**src/rtl/uart_peripheral_pkg.sv**
```systemverilog
// Shared definitions for the lisp_core UART peripheral: register offsets,
// status bit positions and the TX/RX state encodings.
package uart_peripheral_pkg;

  localparam logic [6:0] REG_DATA_OFFSET   = 7'd0;
  localparam logic [6:0] REG_STATUS_OFFSET = 7'd1;

  localparam int ST_TX_READY   = 0;
  localparam int ST_RX_VALID   = 1;
  localparam int ST_RX_OVERRUN = 2;
  localparam int ST_FRAME_ERR  = 3;

  typedef enum logic [1:0] {
    TX_IDLE  = 2'd0,
    TX_START = 2'd1,
    TX_DATA  = 2'd2,
    TX_STOP  = 2'd3
  } tx_state_t;

  typedef enum logic [1:0] {
    RX_IDLE  = 2'd0,
    RX_START = 2'd1,
    RX_DATA  = 2'd2,
    RX_STOP  = 2'd3
  } rx_state_t;

endpackage

```
**src/rtl/uart_peripheral_sync_fifo.sv**
```systemverilog
// Small synchronous FIFO for received UART bytes. Pointers carry an extra wrap
// bit so full and empty are told apart without a separate count.
module uart_peripheral_sync_fifo #(
  parameter int WIDTH = 8,
  parameter int DEPTH = 4
) (
  input  logic             clk,
  input  logic             reset_n,
  input  logic             push,
  input  logic             pop,
  input  logic [WIDTH-1:0] data_in,
  output logic [WIDTH-1:0] data_out,
  output logic             empty,
  output logic             full
);

  localparam int AW = $clog2(DEPTH);

  logic [AW:0]      wr_ptr_r;
  logic [AW:0]      rd_ptr_r;
  logic [WIDTH-1:0] mem_r [DEPTH];
  logic             do_pop_s;
  logic             do_push_s;

  assign empty     = (wr_ptr_r == rd_ptr_r);
  assign full      = (wr_ptr_r[AW] != rd_ptr_r[AW]) && (wr_ptr_r[AW-1:0] == rd_ptr_r[AW-1:0]);
  assign do_pop_s  = pop && !empty;
  // A pop in the same cycle frees the slot a push into a full FIFO needs.
  assign do_push_s = push && (!full || do_pop_s);
  assign data_out  = mem_r[rd_ptr_r[AW-1:0]];

  // Read and write pointers.
  always_ff @(posedge clk or negedge reset_n) begin
    if (!reset_n) begin
      wr_ptr_r <= {(AW+1){1'b0}};
      rd_ptr_r <= {(AW+1){1'b0}};
    end else begin
      if (do_push_s) wr_ptr_r <= wr_ptr_r + {{AW{1'b0}}, 1'b1};
      if (do_pop_s)  rd_ptr_r <= rd_ptr_r + {{AW{1'b0}}, 1'b1};
    end
  end

  // Storage array.
  always_ff @(posedge clk) begin
    if (do_push_s) mem_r[wr_ptr_r[AW-1:0]] <= data_in;
  end

endmodule

```
**src/rtl/uart_peripheral.sv**
```systemverilog
// 8N1 UART on the lisp_core register bus: data register (TX write / RX pop)
// and a status register with readiness and sticky error flags.
module uart_peripheral
  import uart_peripheral_pkg::*;
#(
  parameter int CLOCKS_PER_BIT = 434,
  parameter int BASE_INDEX     = 7,
  parameter int RX_FIFO_DEPTH  = 4
) (
  input  logic        clk,
  input  logic        reset_n,
  input  logic [6:0]  register_index,
  input  logic        register_read,
  input  logic        register_write,
  input  logic [15:0] register_write_value,
  output logic [15:0] register_read_value,
  input  logic        uart_rx,
  output logic        uart_tx
);

  localparam int                BAUD_W    = $clog2(CLOCKS_PER_BIT);
  localparam logic [BAUD_W-1:0] BAUD_LAST = BAUD_W'(CLOCKS_PER_BIT - 1);
  localparam logic [BAUD_W-1:0] BAUD_HALF = BAUD_W'(CLOCKS_PER_BIT / 2 - 1);
  localparam logic [BAUD_W-1:0] BAUD_ZERO = {BAUD_W{1'b0}};
  localparam logic [BAUD_W-1:0] BAUD_ONE  = {{(BAUD_W-1){1'b0}}, 1'b1};
  localparam logic [6:0]        DATA_IDX   = 7'(BASE_INDEX) + REG_DATA_OFFSET;
  localparam logic [6:0]        STATUS_IDX = 7'(BASE_INDEX) + REG_STATUS_OFFSET;

  logic data_sel_s, status_sel_s, wr_accept_s, data_read_s, status_read_s;
  logic hold_full_r, tx_take_s;
  logic [7:0] hold_data_r;
  tx_state_t tx_state_r, tx_state_n;
  logic [BAUD_W-1:0] tx_baud_r, tx_baud_n;
  logic [2:0] tx_bit_r, tx_bit_n;
  logic [7:0] tx_shift_r, tx_shift_n;
  logic tx_line_n;
  logic rx_meta_r, rx_sync_r, rx_prev_r;
  rx_state_t rx_state_r, rx_state_n;
  logic [BAUD_W-1:0] rx_baud_r, rx_baud_n;
  logic [2:0] rx_bit_r, rx_bit_n;
  logic [7:0] rx_shift_r, rx_shift_n;
  logic rx_push_s, frame_set_s, overrun_set_s;
  logic frame_err_r, rx_overrun_r;
  logic fifo_empty_s, fifo_full_s;
  logic [7:0] fifo_data_s;
  logic [15:0] status_s, read_next_s;
  logic unused_s;

  assign unused_s      = &{1'b0, register_write_value[15:8]};
  assign data_sel_s    = (register_index == DATA_IDX);
  assign status_sel_s  = (register_index == STATUS_IDX);
  assign wr_accept_s   = register_write && data_sel_s && !hold_full_r;
  assign data_read_s   = register_read && data_sel_s;
  assign status_read_s = register_read && status_sel_s;
  assign overrun_set_s = rx_push_s && fifo_full_s && !data_read_s;

  uart_peripheral_sync_fifo #(.WIDTH(8), .DEPTH(RX_FIFO_DEPTH)) u_rx_fifo (
    .clk(clk), .reset_n(reset_n), .push(rx_push_s), .pop(data_read_s),
    .data_in(rx_shift_r), .data_out(fifo_data_s), .empty(fifo_empty_s), .full(fifo_full_s)
  );

  // Holding register between the bus and the TX shifter.
  always_ff @(posedge clk or negedge reset_n) begin
    if (!reset_n) begin
      hold_full_r <= 1'b0;
      hold_data_r <= 8'h00;
    end else if (tx_take_s) begin
      hold_full_r <= 1'b0;
    end else if (wr_accept_s) begin
      hold_full_r <= 1'b1;
      hold_data_r <= register_write_value[7:0];
    end
  end

  // TX next-state: each bit held for a full baud period, stop bit chains into the next start.
  always_comb begin
    tx_state_n = tx_state_r;
    tx_baud_n  = tx_baud_r;
    tx_bit_n   = tx_bit_r;
    tx_shift_n = tx_shift_r;
    tx_line_n  = uart_tx;
    tx_take_s  = 1'b0;
    case (tx_state_r)
      TX_IDLE: begin
        tx_line_n = 1'b1;
        if (hold_full_r) begin
          tx_take_s = 1'b1; tx_shift_n = hold_data_r; tx_baud_n = BAUD_LAST;
          tx_line_n = 1'b0; tx_state_n = TX_START;
        end else begin
          tx_state_n = TX_IDLE;
        end
      end
      TX_START: begin
        if (tx_baud_r == BAUD_ZERO) begin
          tx_state_n = TX_DATA; tx_baud_n = BAUD_LAST; tx_bit_n = 3'd0; tx_line_n = tx_shift_r[0];
        end else begin
          tx_baud_n = tx_baud_r - BAUD_ONE;
        end
      end
      TX_DATA: begin
        if (tx_baud_r == BAUD_ZERO) begin
          tx_baud_n = BAUD_LAST;
          if (tx_bit_r == 3'd7) begin
            tx_state_n = TX_STOP; tx_line_n = 1'b1;
          end else begin
            tx_bit_n = tx_bit_r + 3'd1; tx_shift_n = {1'b0, tx_shift_r[7:1]}; tx_line_n = tx_shift_r[1];
          end
        end else begin
          tx_baud_n = tx_baud_r - BAUD_ONE;
        end
      end
      TX_STOP: begin
        if (tx_baud_r == BAUD_ZERO) begin
          if (hold_full_r) begin
            tx_take_s = 1'b1; tx_shift_n = hold_data_r; tx_baud_n = BAUD_LAST;
            tx_line_n = 1'b0; tx_state_n = TX_START;
          end else begin
            tx_line_n = 1'b1; tx_state_n = TX_IDLE;
          end
        end else begin
          tx_baud_n = tx_baud_r - BAUD_ONE;
        end
      end
      default: begin
        tx_state_n = TX_IDLE; tx_line_n = 1'b1;
      end
    endcase
  end

  // TX state and datapath registers.
  always_ff @(posedge clk or negedge reset_n) begin
    if (!reset_n) begin
      tx_state_r <= TX_IDLE; tx_baud_r <= BAUD_ZERO; tx_bit_r <= 3'd0;
      tx_shift_r <= 8'h00; uart_tx <= 1'b1;
    end else begin
      tx_state_r <= tx_state_n; tx_baud_r <= tx_baud_n; tx_bit_r <= tx_bit_n;
      tx_shift_r <= tx_shift_n; uart_tx <= tx_line_n;
    end
  end

  // Two-flop synchronizer plus previous sample for falling-edge detection.
  always_ff @(posedge clk or negedge reset_n) begin
    if (!reset_n) begin
      rx_meta_r <= 1'b1; rx_sync_r <= 1'b1; rx_prev_r <= 1'b1;
    end else begin
      rx_meta_r <= uart_rx; rx_sync_r <= rx_meta_r; rx_prev_r <= rx_sync_r;
    end
  end

  // RX next-state: re-arming needs a fresh falling edge, so a low line after a bad stop bit waits.
  always_comb begin
    rx_state_n  = rx_state_r;
    rx_baud_n   = rx_baud_r;
    rx_bit_n    = rx_bit_r;
    rx_shift_n  = rx_shift_r;
    rx_push_s   = 1'b0;
    frame_set_s = 1'b0;
    case (rx_state_r)
      RX_IDLE: begin
        if (rx_prev_r && !rx_sync_r) begin
          rx_state_n = RX_START; rx_baud_n = BAUD_HALF;
        end else begin
          rx_state_n = RX_IDLE;
        end
      end
      RX_START: begin
        if (rx_baud_r == BAUD_ZERO) begin
          if (rx_sync_r) begin
            rx_state_n = RX_IDLE;
          end else begin
            rx_state_n = RX_DATA; rx_baud_n = BAUD_LAST; rx_bit_n = 3'd0;
          end
        end else begin
          rx_baud_n = rx_baud_r - BAUD_ONE;
        end
      end
      RX_DATA: begin
        if (rx_baud_r == BAUD_ZERO) begin
          rx_shift_n = {rx_sync_r, rx_shift_r[7:1]};
          rx_baud_n  = BAUD_LAST;
          if (rx_bit_r == 3'd7) begin
            rx_state_n = RX_STOP;
          end else begin
            rx_bit_n = rx_bit_r + 3'd1;
          end
        end else begin
          rx_baud_n = rx_baud_r - BAUD_ONE;
        end
      end
      RX_STOP: begin
        if (rx_baud_r == BAUD_ZERO) begin
          rx_state_n = RX_IDLE;
          if (rx_sync_r) begin
            rx_push_s = 1'b1;
          end else begin
            frame_set_s = 1'b1;
          end
        end else begin
          rx_baud_n = rx_baud_r - BAUD_ONE;
        end
      end
      default: rx_state_n = RX_IDLE;
    endcase
  end

  // RX state and datapath registers.
  always_ff @(posedge clk or negedge reset_n) begin
    if (!reset_n) begin
      rx_state_r <= RX_IDLE; rx_baud_r <= BAUD_ZERO; rx_bit_r <= 3'd0; rx_shift_r <= 8'h00;
    end else begin
      rx_state_r <= rx_state_n; rx_baud_r <= rx_baud_n; rx_bit_r <= rx_bit_n; rx_shift_r <= rx_shift_n;
    end
  end

  // Sticky error flags: a status read clears them unless a new event lands in the same cycle.
  always_ff @(posedge clk or negedge reset_n) begin
    if (!reset_n) begin
      frame_err_r  <= 1'b0;
      rx_overrun_r <= 1'b0;
    end else begin
      frame_err_r  <= frame_set_s | (frame_err_r & ~status_read_s);
      rx_overrun_r <= overrun_set_s | (rx_overrun_r & ~status_read_s);
    end
  end

  // Register read mux; the result holds until the next read strobe.
  always_comb begin
    status_s = 16'h0000;
    status_s[ST_TX_READY]   = !hold_full_r;
    status_s[ST_RX_VALID]   = !fifo_empty_s;
    status_s[ST_RX_OVERRUN] = rx_overrun_r;
    status_s[ST_FRAME_ERR]  = frame_err_r;
    read_next_s = register_read_value;
    if (register_read) begin
      if (data_sel_s) begin
        read_next_s = {8'h00, (fifo_empty_s ? 8'h00 : fifo_data_s)};
      end else if (status_sel_s) begin
        read_next_s = status_s;
      end else begin
        read_next_s = 16'h0000;
      end
    end else begin
      read_next_s = register_read_value;
    end
  end

  // Registered bus read data.
  always_ff @(posedge clk or negedge reset_n) begin
    if (!reset_n) begin
      register_read_value <= 16'h0000;
    end else begin
      register_read_value <= read_next_s;
    end
  end

endmodule

```
**config.mk**
```make
export PLATFORM = sky130hd
export DESIGN_NAME = uart_peripheral
export DESIGN_NICKNAME = d
export VERILOG_FILES = /design/src/rtl/uart_peripheral_pkg.sv /design/src/rtl/uart_peripheral_sync_fifo.sv /design/src/rtl/uart_peripheral.sv
export SDC_FILE = /design/constraint.sdc
export NUM_CORES = 1
export LEC_CHECK = 0
export ABC_AREA = 0
export BUFFER_PORTS_ARGS = -buffer_cell sky130_fd_sc_hd__clkbuf_2
export CORE_ASPECT_RATIO = 0.75
export CORE_MARGIN = 4
export CORE_UTILIZATION = 60
export DETAILED_ROUTE_END_ITERATION = 8
export GPL_ROUTABILITY_DRIVEN = 0
export PLACE_DENSITY = 0.87
export REMOVE_ABC_BUFFERS = 1
export SYNTH_ARGS = -nofsm -noshare
export SYNTH_HDL_FRONTEND = slang
export SYNTH_SLANG_ARGS = --single-unit
export TNS_END_PERCENT = 50
```
**constraint.sdc**
```tcl
create_clock -name clk -period 3.1 [get_ports clk]
set_input_delay 0.155 -clock clk [delete_from_list [all_inputs] [get_ports clk]]
set_output_delay 0.155 -clock clk [all_outputs]
set_load 0.005 [all_outputs]
```
==> results of run 1 <==
==> Yosys cell counts, types with 5 or more instances <==
library cell,count
mux2_2,35
nor2_1,17
o21ai_0,11
xnor2_1,7
dfrtp_1,69
a22o_1,8
edfxtp_1,32
a21oi_1,16
ha_1,22
mux4_2,8
nand2b_1,5
clkbuf_1,8
inv_1,35
o22a_1,7
buf_4,8
o22ai_1,5
nor3_1,6
nand2_1,17
==> worst paths after layout <==
path	start	to	depth (start not counted)
worst max-delay path	rx_baud_r[0]	u_rx_fifo.mem_r[0][2]	7
worst min-delay path	reset_n	register_read_value[5]	2
worst max register to register	rx_baud_r[0]	u_rx_fifo.mem_r[0][2]	7
worst min register to register	rx_meta_r	rx_sync_r	0
max in group asynchronous	reset_n	rx_shift_r[7]	2
min in group clk	register_write_value[6]	hold_data_r[6]	2
==> layout make-up <==
class	instances	area, um^2	area share, %
Multi-Input combinational cell	260	2170	38.1
Clock inverter	5	38.8	0.681
Inverter	35	131	2.31
Timing Repair Buffer	35	195	3.43
Sequential cell	105	2790	49.1
Clock buffer	11	233	4.09
Tap cell	108	135	2.37
==> per-layer routing <==
metal  wire, um  vias to the layer above
met5          0                        -
met4        164                        0
met3        610                       16
met2       4700                      125
met1       4510                     1672
li1           -                     1600
==> cells by family after synthesis <==
family / after synthesis / synth area share [%]
adder cells (fa/ha/maj): 22 / 5.32
AO/OA/AOI/OAI: 98 / 14.4
flip-flops: 105 / 54.0
multiplexers: 45 / 11.5
XOR/XNOR: 8 / 1.35
AND/OR/NAND/NOR: 79 / 8.77
buffers and inverters: 54 / 4.69
other: 1 / 0.0724
==> per-stage QoR <==
| stage | instances | cell area (um^2) | utilization, % |
|---|---|---|---|
| 3_5_place_dp | 542 | 5410 | 64.3 |
| 2_1_floorplan | 400 | 5090 | - |
| 3_3_place_gp | 542 | 5410 | 64.3 |
| 4_1_cts | 559 | 5690 | 67.6 |
| 6_report | 559 | 5690 | 67.6 |
| 5_1_grt | 559 | 5690 | 67.6 |
==> flip-flops by register name, summed over array words and instances, names as in the netlist, named ones only <==
signal               flops
rx_shift_r               8
u_rx_fifo.rd_ptr_r       3
tx_state_r               2
u_rx_fifo.wr_ptr_r       3
register_read_value      8
rx_prev_r                1
rx_sync_r                1
rx_baud_r                9
hold_data_r              8
rx_bit_r                 3
uart_tx                  1
hold_full_r              1
rx_overrun_r             1
frame_err_r              1
tx_baud_r                9
tx_shift_r               8
rx_meta_r                1
rx_state_r               1
u_rx_fifo.mem_r         32
tx_bit_r                 3
==> repair_timing <==
item / 4_1_cts / 5_1_grt
hold buffers: 1 / 0
resized for setup: 0 / 0
hold endpoints to repair: 1 / 0
==> power by group through the flow <==
stage	clock (W)	sequential (W)	combinational [W]
after floorplan	0	0.00163	0.000581
after global routing	0.00114	0.00165	0.000854
final	0.00106	0.00164	0.000776
after CTS	0.00108	0.00164	0.000765
after global placement	0	0.00165	0.000718
after detailed placement	0	0.00166	0.000756
==> reports/results.ini, run 1 <==
[global_routing]
grt_pass1_vias = 3379
use_met3_pct = 6.29
grt_pass1_wl_um = 16800
grt_max_degree = 74
track_usage_pct = 21.6
grt_most_used_layer = met2
antenna_found_initial = 0
met2_usage_pct = 34.0
overflow = 0
grtUsageMet1_pct = 29.0

[timing]
relSlewSlack_pct = 40.3
tns_ps = 0
final.period_utilization_pct = 85.6
skew_ps = 8.59
period_minus_slack_ps = 2650
hold_violations = 0
slew_violations = 0
setup_viol = 0
hold_slack_ps = 14.3
max_freq_mhz = 377
tightest_slew_ps = 896
rsz0062_at_grt = false
fin_ws_ps = 446

[detailed_routing]
vias_per_cell = 6.11
routed_wl_um = 9990
ant_nets = 0
drt_iter0_drc = 400
drcViolationCount = 0
wl_per_cell_um = 17.9
first_pass_iters = 5
num_vias = 3413

[setup_path]
slowest_delay_ps = 640
worst_ep_required_time_ps = 3170
path_delay_family = simple AND/OR/NAND/NOR gates
cp_max_fo = 7
ff2ff_setup_slack_ps = 450
startpoint_type = flop
path_cells = inv_1, ha_1, or4b_1, nor3_4, o31ai_2, nor2_1, buf_4
crit_buf_inv = 2
worstPathArrival_ps = 2720
endpoint_kind = flop
slowest_stage = or4b_1
critical_path_class = reg -> reg

[placement]
dpl_worst_slack_ps = 477
port_buffers = 28
hpwlAfterDp_um = 6910

[synthesis]
synth_cell_type_count = 68
synth.largest_area_cell = dfrtp_1
syn_area_per_cell_um2 = 12.6
synth_top_area_share_pct = 33.4
ys_warn_count = 0
ys_ff_latch = 105
synth_area_um2 = 5180
synthTopCellsByArea = dfrtp_1 33%, edfxtp_1 19%, mux2_2 7.6%
ys.flop_type = dfrtp_1
postSynthCellCount = 412
synth-async-reset-ratio_pct = 69.5
synth_edf_count = 32
yosysSeqAreaShare_pct = 54.0

[finish]
nets = 496
layout_common_cells = 69 x dfrtp_1, 35 x inv_1, 35 x mux2_2, 32 x edfxtp_1, 27 x clkbuf_2
antenna_cells = 0
final_common_cell = dfrtp_1
syn_to_final_growth_pct = 9.98
n_fill_cell = 572
layout-drive-gt1-share_pct = 23.3

[floorplanning]
die_area_um2 = 10200
dieHeight_um = 88.4
core-area_um2 = 8420
ioPinCount = 45
rows = 29
start_util_pct = 61.5
die_x_um = 115

[power]
p_int_w = 0.00239
irDropWorstVdd_mv = 0.494
p_switching_w = 0.00108
cellPowerDensity_nw_per_um2 = 610
pwr-share-clk_pct = 30.5
swShare_pct = 31.1
seq_power_share_pct = 47.1
combPwrFrac_pct = 22.3
p_leak_nw = 2.51
total_power_w = 0.00347

[run]
maxCapViolations = 0

[outcome]
status = completed

[clock_tree]
cts_tree = built
cts_sinks = 105
postCtsSetupBuffers = 0
clk_path_buf_depth = 2
cts-root-buf = clkbuf_16
cts_buffers = 9
clk_pin_slew_ps = 70
cts_max_level = 3
insertion_delay_ps = 350

[min_path]
hp-class = in -> async

(Power assumes the default switching activity.)
==> inputs of run 2 (changes only) <==
--- a/config.mk
+++ b/config.mk
@@ -17,4 +17,5 @@
 export SYNTH_ARGS = -nofsm -noshare
 export SYNTH_HDL_FRONTEND = slang
+export SYNTH_HIERARCHICAL = 1
 export SYNTH_SLANG_ARGS = --single-unit
 export TNS_END_PERCENT = 50
==> constraint.sdc (replaced) <==
create_clock -name clk -period 3.1 [get_ports clk]
set_input_delay 0.62 -clock clk [delete_from_list [all_inputs] [get_ports clk]]
set_output_delay 0.62 -clock clk [all_outputs]
set_load 0.005 [all_outputs]
==> reports/results.ini, run 2 <==
[clock_tree]
cts_max_level = 3
postCtsHoldBufs = 0
cts_sinks = 105
cts-root-buf = clkbuf_16
clk_path_buf_depth = 2
cts_tree = built
ctsResizeCount = 0
clk_pin_slew_ps = 70
insertion_delay_ps = 350
cts_buffers = 9
postCtsSetupBuffers = 0

[setup_path]
slowest_stage = or4b_4
worstPathArrival_ps = 2800
endpoint_kind = flop
worst_ep_required_time_ps = 3120
startpoint_type = flop
path_cells = inv_1, ha_1, or4b_4, nor2_4, and3_1, and2_1, o41ai_2, inv_1
critPathMostFrequentCell = inv_1
slowest_delay_ps = 540
critical_path_class = reg -> reg
cp_max_fo = 9

[finish]
syn_to_final_growth_pct = 9.65
finish.utilization_pct = 68.4
layout_common_cells = 69 x dfrtp_1, 38 x mux2_2, 32 x edfxtp_1, 27 x clkbuf_2
final_common_cell = dfrtp_1
nets = 496
antenna_cells = 0
layout-drive-gt1-share_pct = 25.9
fin_area_um2 = 5860
largest_reg_flops = 32

[global_routing]
overflow = 0
grt_most_used_layer = met2
grt_max_degree = 74
antenna_found_initial = 0
grt_pass1_wl_um = 18100
met2_usage_pct = 33.1
track_usage_pct = 21.8
grt_pass1_vias = 3596
use_met3_pct = 6.31
grtUsageMet1_pct = 31.2

[power]
swShare_pct = 30.0
seq_power_share_pct = 44.9
pwr-share-clk_pct = 33.3
p_int_w = 0.00256
combPwrFrac_pct = 21.9
p_leak_nw = 2.61
cellPowerDensity_nw_per_um2 = 624
p_switching_w = 0.00110
irDropWorstVdd_mv = 0.367

[timing]
relSlewSlack_pct = 38.1
final.period_utilization_pct = 89.9
setup_viol = 0
tightest_slew_ps = 929
skew_ps = 9.35
hold_violations = 0
tns_ps = 0
rsz0062_at_grt = false
max_freq_mhz = 359
slew_violations = 0
period_minus_slack_ps = 2790

[run]
maxCapViolations = 0

[synthesis]
yosysSeqAreaShare_pct = 52.3
postSynthCellCount = 418
synth_cell_type_count = 80
yosysMostFrequentCell = dfrtp_1
synth_area_um2 = 5340
ys_warn_count = 6
ys_top_cells_by_count = 69 x dfrtp_1, 38 x mux2_2, 32 x edfxtp_1, 24 x inv_1, 24 x nor2_1
synth.largest_area_cell = dfrtp_1
synth-async-reset-ratio_pct = 69.5
synth_edf_count = 32
ys.flop_type = dfrtp_1
syn_area_per_cell_um2 = 12.8
synthTopCellsByArea = dfrtp_1 32%, edfxtp_1 18%, mux2_2 8.0%
ys_ff_latch = 105
synth_top_area_share_pct = 32.3

[floorplanning]
dieHeight_um = 89.7
rows = 29
ioPinCount = 45
die_area_um2 = 10500
die_x_um = 117
core-area_um2 = 8560
start_util_pct = 62.4

[placement]
port_buffers = 28
hpwlAfterDp_um = 7570
placed_area_um2 = 5540

[detailed_routing]
drcViolationCount = 0
num_vias = 3603
routed_wl_um = 11000
first_pass_iters = 6
vias_per_cell = 6.45
wl_per_cell_um = 19.7
drt_iter0_drc = 364
ant_nets = 0

[min_path]
hp-class = in -> reg

[outcome]
status = completed

## run 2: cell count changes after synthesis, sizes merged, moves of 5 or more
cell / previous run / this run
nand2: 17 / 10
inv: 35 / 24
nor2: 17 / 25
and3: 1 / 6
## run 2: power groups by stage
stage                     Sequential (W)  Clock [W]  Combinational [W]
after floorplan                  0.00163          0           0.000612
after global placement           0.00166          0           0.000742
after detailed placement         0.00166          0           0.000780
after CTS                        0.00164    0.00123           0.000787
after global routing             0.00165    0.00129           0.000876
final                            0.00164    0.00122           0.000799
## run 2: path summary, 6_finish.rpt
kind,startpoint,to,slack (ps),depth (start not counted)
max,rx_baud_r[0],u_rx_fifo/mem_r[3][3],310,8
min,uart_rx,rx_meta_r,350,1
max in group asynchronous,reset_n,rx_shift_r[4],2090,1
max reg2reg,rx_baud_r[0],u_rx_fifo/mem_r[3][3],310,8
min in group asynchronous,reset_n,register_read_value[4],390,1
min reg2reg,rx_meta_r,rx_sync_r,360,0
## run 2: metrics by stage
step	cells	total power (W)	hold slack, ps	setup WS, ps
finish	559	0.00366	349	313
global route	559	0.00382	334	121
CTS	559	0.00365	342	330
detailed placement	543	0.00244	347	362
global placement	543	0.00240	347	407
floorplan	406	0.00224	324	725
## run 2: worst max-delay path, delay by kind of cell (launching register included)
kind,cells,cell delay (ps)
AO/OA/AOI/OAI,1,80
adder cells (fa/ha/maj),1,220
buffers and inverters,2,420
flip-flops,1,430
AND/OR/NAND/NOR,4,1300
## run 2: layout make-up
cell class	instances	area, um^2
Sequential cell	105	2790
Fill cell	551	2710
Multi-Input combinational cell	277	2370
Clock buffer	9	225
Timing Repair Buffer	29	150
Tap cell	108	135
Clock inverter	7	91.3
Inverter	24	90.1
## run 2: layer usage
metal	up-vias	part of all wire, %
li1	1629	-
met1	1791	44
met2	166	48
met3	17	7.1
met4	0	1.2
met5	-	0
## run 2: cell families (layout without fill, tap and decap cells)
logic type	Yosys count	after routing	share of synthesized area, %
AOI/OAI and AO/OA	98	98	14.5
xor gates and xnor gates	7	7	1.15
adders and majority gates	22	22	5.15
buffers and inverters	43	69	3.79
DFF	105	105	52.3
muxes	49	49	12.0
other	1	8	0.0702
and+or+nand+nor	93	93	11.1
==> inputs of run 3 (changes only) <==
ABC_AREA = 1   (was 0)
CAP_MARGIN = 25   (was not set)
CORE_ASPECT_RATIO = 1.4   (was 0.75)
==> reports/results.ini, run 3 <==
[synthesis]
synth_area_um2 = 5410
yosysSeqAreaShare_pct = 51.7
ys.flop_type = dfrtp_1
synth_xor_area_share_pct = 1.92
muxShareOfSynthArea_pct = 1.11
postSynthCellCount = 583
synth-adder-area-share_pct = 5.09
synth.largest_area_cell = dfrtp_1
synth_top_area_share_pct = 31.9
ys_top_cells_by_count = 136 x nand2_1, 69 x dfrtp_1, 61 x inv_1, 49 x nor2_1, 47 x o21ai_0
ys_ff_latch = 105
syn_area_per_cell_um2 = 9.27
ys_warn_count = 6
synth-simple-area-share_pct = 22.8
synth_top_family_by_area = simple AND/OR/NAND/NOR gates
synthTopCellsByArea = dfrtp_1 32%, edfxtp_1 18%, nand2_1 9.4%
synth_compound_area_share_pct = 10.6
synth_edf_count = 32
synth-async-reset-ratio_pct = 69.5
yosysMostFrequentCell = nand2_1
synth_cell_type_count = 48

[finish]
nets = 666
final_common_cell = nand2_1
largest_reg_flops = 32
layout-drive-gt1-share_pct = 15.8
antenna_cells = 0
syn_to_final_growth_pct = 10.5
layout_common_cells = 136 x nand2_1, 69 x dfrtp_1, 61 x inv_1, 49 x nor2_1, 47 x o21ai_0

[clock_tree]
cts_tree = built
ctsResizeCount = 0
insertion_delay_ps = 350
clk_path_buf_depth = 2
cts_buffers = 9
cts_sinks = 105
postCtsSetupBuffers = 0
clk_pin_slew_ps = 70
cts_max_level = 3
postCtsHoldBufs = 0
cts-root-buf = clkbuf_16

[detailed_routing]
wl_met3_um = 422
num_vias = 4060
vias_per_cell = 5.59
first_pass_iters = 5
ant_nets = 0
routedLengthMet1_um = 4430
drt_iter0_drc = 323
wl_per_cell_um = 15.0
routed_wl_um = 10900
dr.max_layer_used = met4
routed-wl-met2_um = 5690
drcViolationCount = 0

[outcome]
status = completed

[setup_path]
startpoint_type = flop
r2r-start = rx_baud_r[0]
worst_ep_required_time_ps = 3160
r2r-end = u_rx_fifo/mem_r[3][6]
endpoint_kind = flop
worstPathArrival_ps = 2460
cp_max_fo = 10
ff2ff_path_depth = 9
ff2ff_setup_slack_ps = 690
critical_path_class = reg -> reg

[floorplanning]
core-area_um2 = 8710
die_x_um = 88.2
dieHeight_um = 120
rows = 40
ioPinCount = 45
die_area_um2 = 10600
start_util_pct = 62.1

[power]
cellPowerDensity_nw_per_um2 = 606
irDropWorstVdd_mv = 0.359
combPwrFrac_pct = 19.3
p_int_w = 0.00255
swShare_pct = 29.7
seq_power_share_pct = 44.3
p_leak_nw = 2.82
pwr-share-clk_pct = 36.4
total_power_w = 0.00362
p_switching_w = 0.00107

[timing]
tns_ps = 0
slew_violations = 0
final.period_utilization_pct = 77.7
max_freq_mhz = 415
skew_ps = 5.81
hold_violations = 0
period_minus_slack_ps = 2410
rsz0062_at_grt = false
setup_viol = 0
tightest_slew_ps = 885
relSlewSlack_pct = 41.0

[placement]
hpwlAfterDp_um = 7680
port_buffers = 28

[global_routing]
overflow = 0
track_usage_pct = 22.1
grt_pass1_vias = 4074
grt_pass1_wl_um = 18500
grt_max_degree = 71
antenna_found_initial = 0

[run]
maxCapViolations = 0

[min_path]
hp-class = in -> async

[run 3: how the worst max path moves through the flow]
stage,from,end,depth (start not counted)
floorplan,register_index[5],u_rx_fifo/mem_r[1][0],7
global placement,register_index[5],u_rx_fifo/mem_r[1][4],9
detailed placement,register_index[5],u_rx_fifo/mem_r[3][4],9
CTS,rx_baud_r[0],u_rx_fifo/mem_r[3][7],9
global route,rx_baud_r[0],u_rx_fifo/mem_r[3][7],9
finish,rx_baud_r[0],u_rx_fifo/mem_r[3][6],9
[run 3: logic make-up (layout without fill, tap and decap cells)]
logic type                 count (synthesis)  count (layout)
AOI/OAI and AO/OA                         92              92
xor gates and xnor gates                  11              11
adders and majority gates                 22              22
buffers and inverters                     83             114
DFF                                      105             105
muxes                                      6               6
other                                      1               8
and+or+nand+nor                          263             263
[run 3: layer usage]
metal,GRT usage (%),vias up
met3,3.75,34
met5,0,-
met2,36.5,107
met4,11.8,0
met1,27.3,1955
li1,-,1964
[run 3: stage by stage]
step	utilization, %	hold WS, ps	instance area, um^2	worst slack (ps)	std cells
after floorplan	-	324	5310	850	572
after global placement	64.6	347	5620	723	710
after detailed placement	64.6	348	5620	618	710
after CTS	68.6	55.0	5970	706	726
after global routing	68.6	60.6	5970	523	726
final	68.6	60.8	5970	692	726
[run 3: cell type report]
type | instances | area, um^2
tap | 105 | 131
clock buffer | 9 | 225
inverter | 65 | 246
timing repair buffer | 33 | 178
clock inverter | 7 | 125
multi-input combinational | 402 | 2270
fill | 653 | 2740
sequential | 105 | 2790
[run 3: power groups by stage]
stage	Sequential [W]	Combinational, W	Clock, W
floorplan	0.00161	0.000543	0
global placement	0.00162	0.000667	0
detailed placement	0.00163	0.000691	0
CTS	0.00160	0.000699	0.00133
global route	0.00162	0.000800	0.00139
finish	0.00160	0.000698	0.00132
[run 3: critical path: stages (launching register included)]
cell	delay, ps
dfrtp_1	380
inv_1	140
ha_1	190
nand2_1	150
nor3_4	470
nand3_2	160
inv_1	180
nand2_4	100
nor2_1	140
buf_4	200
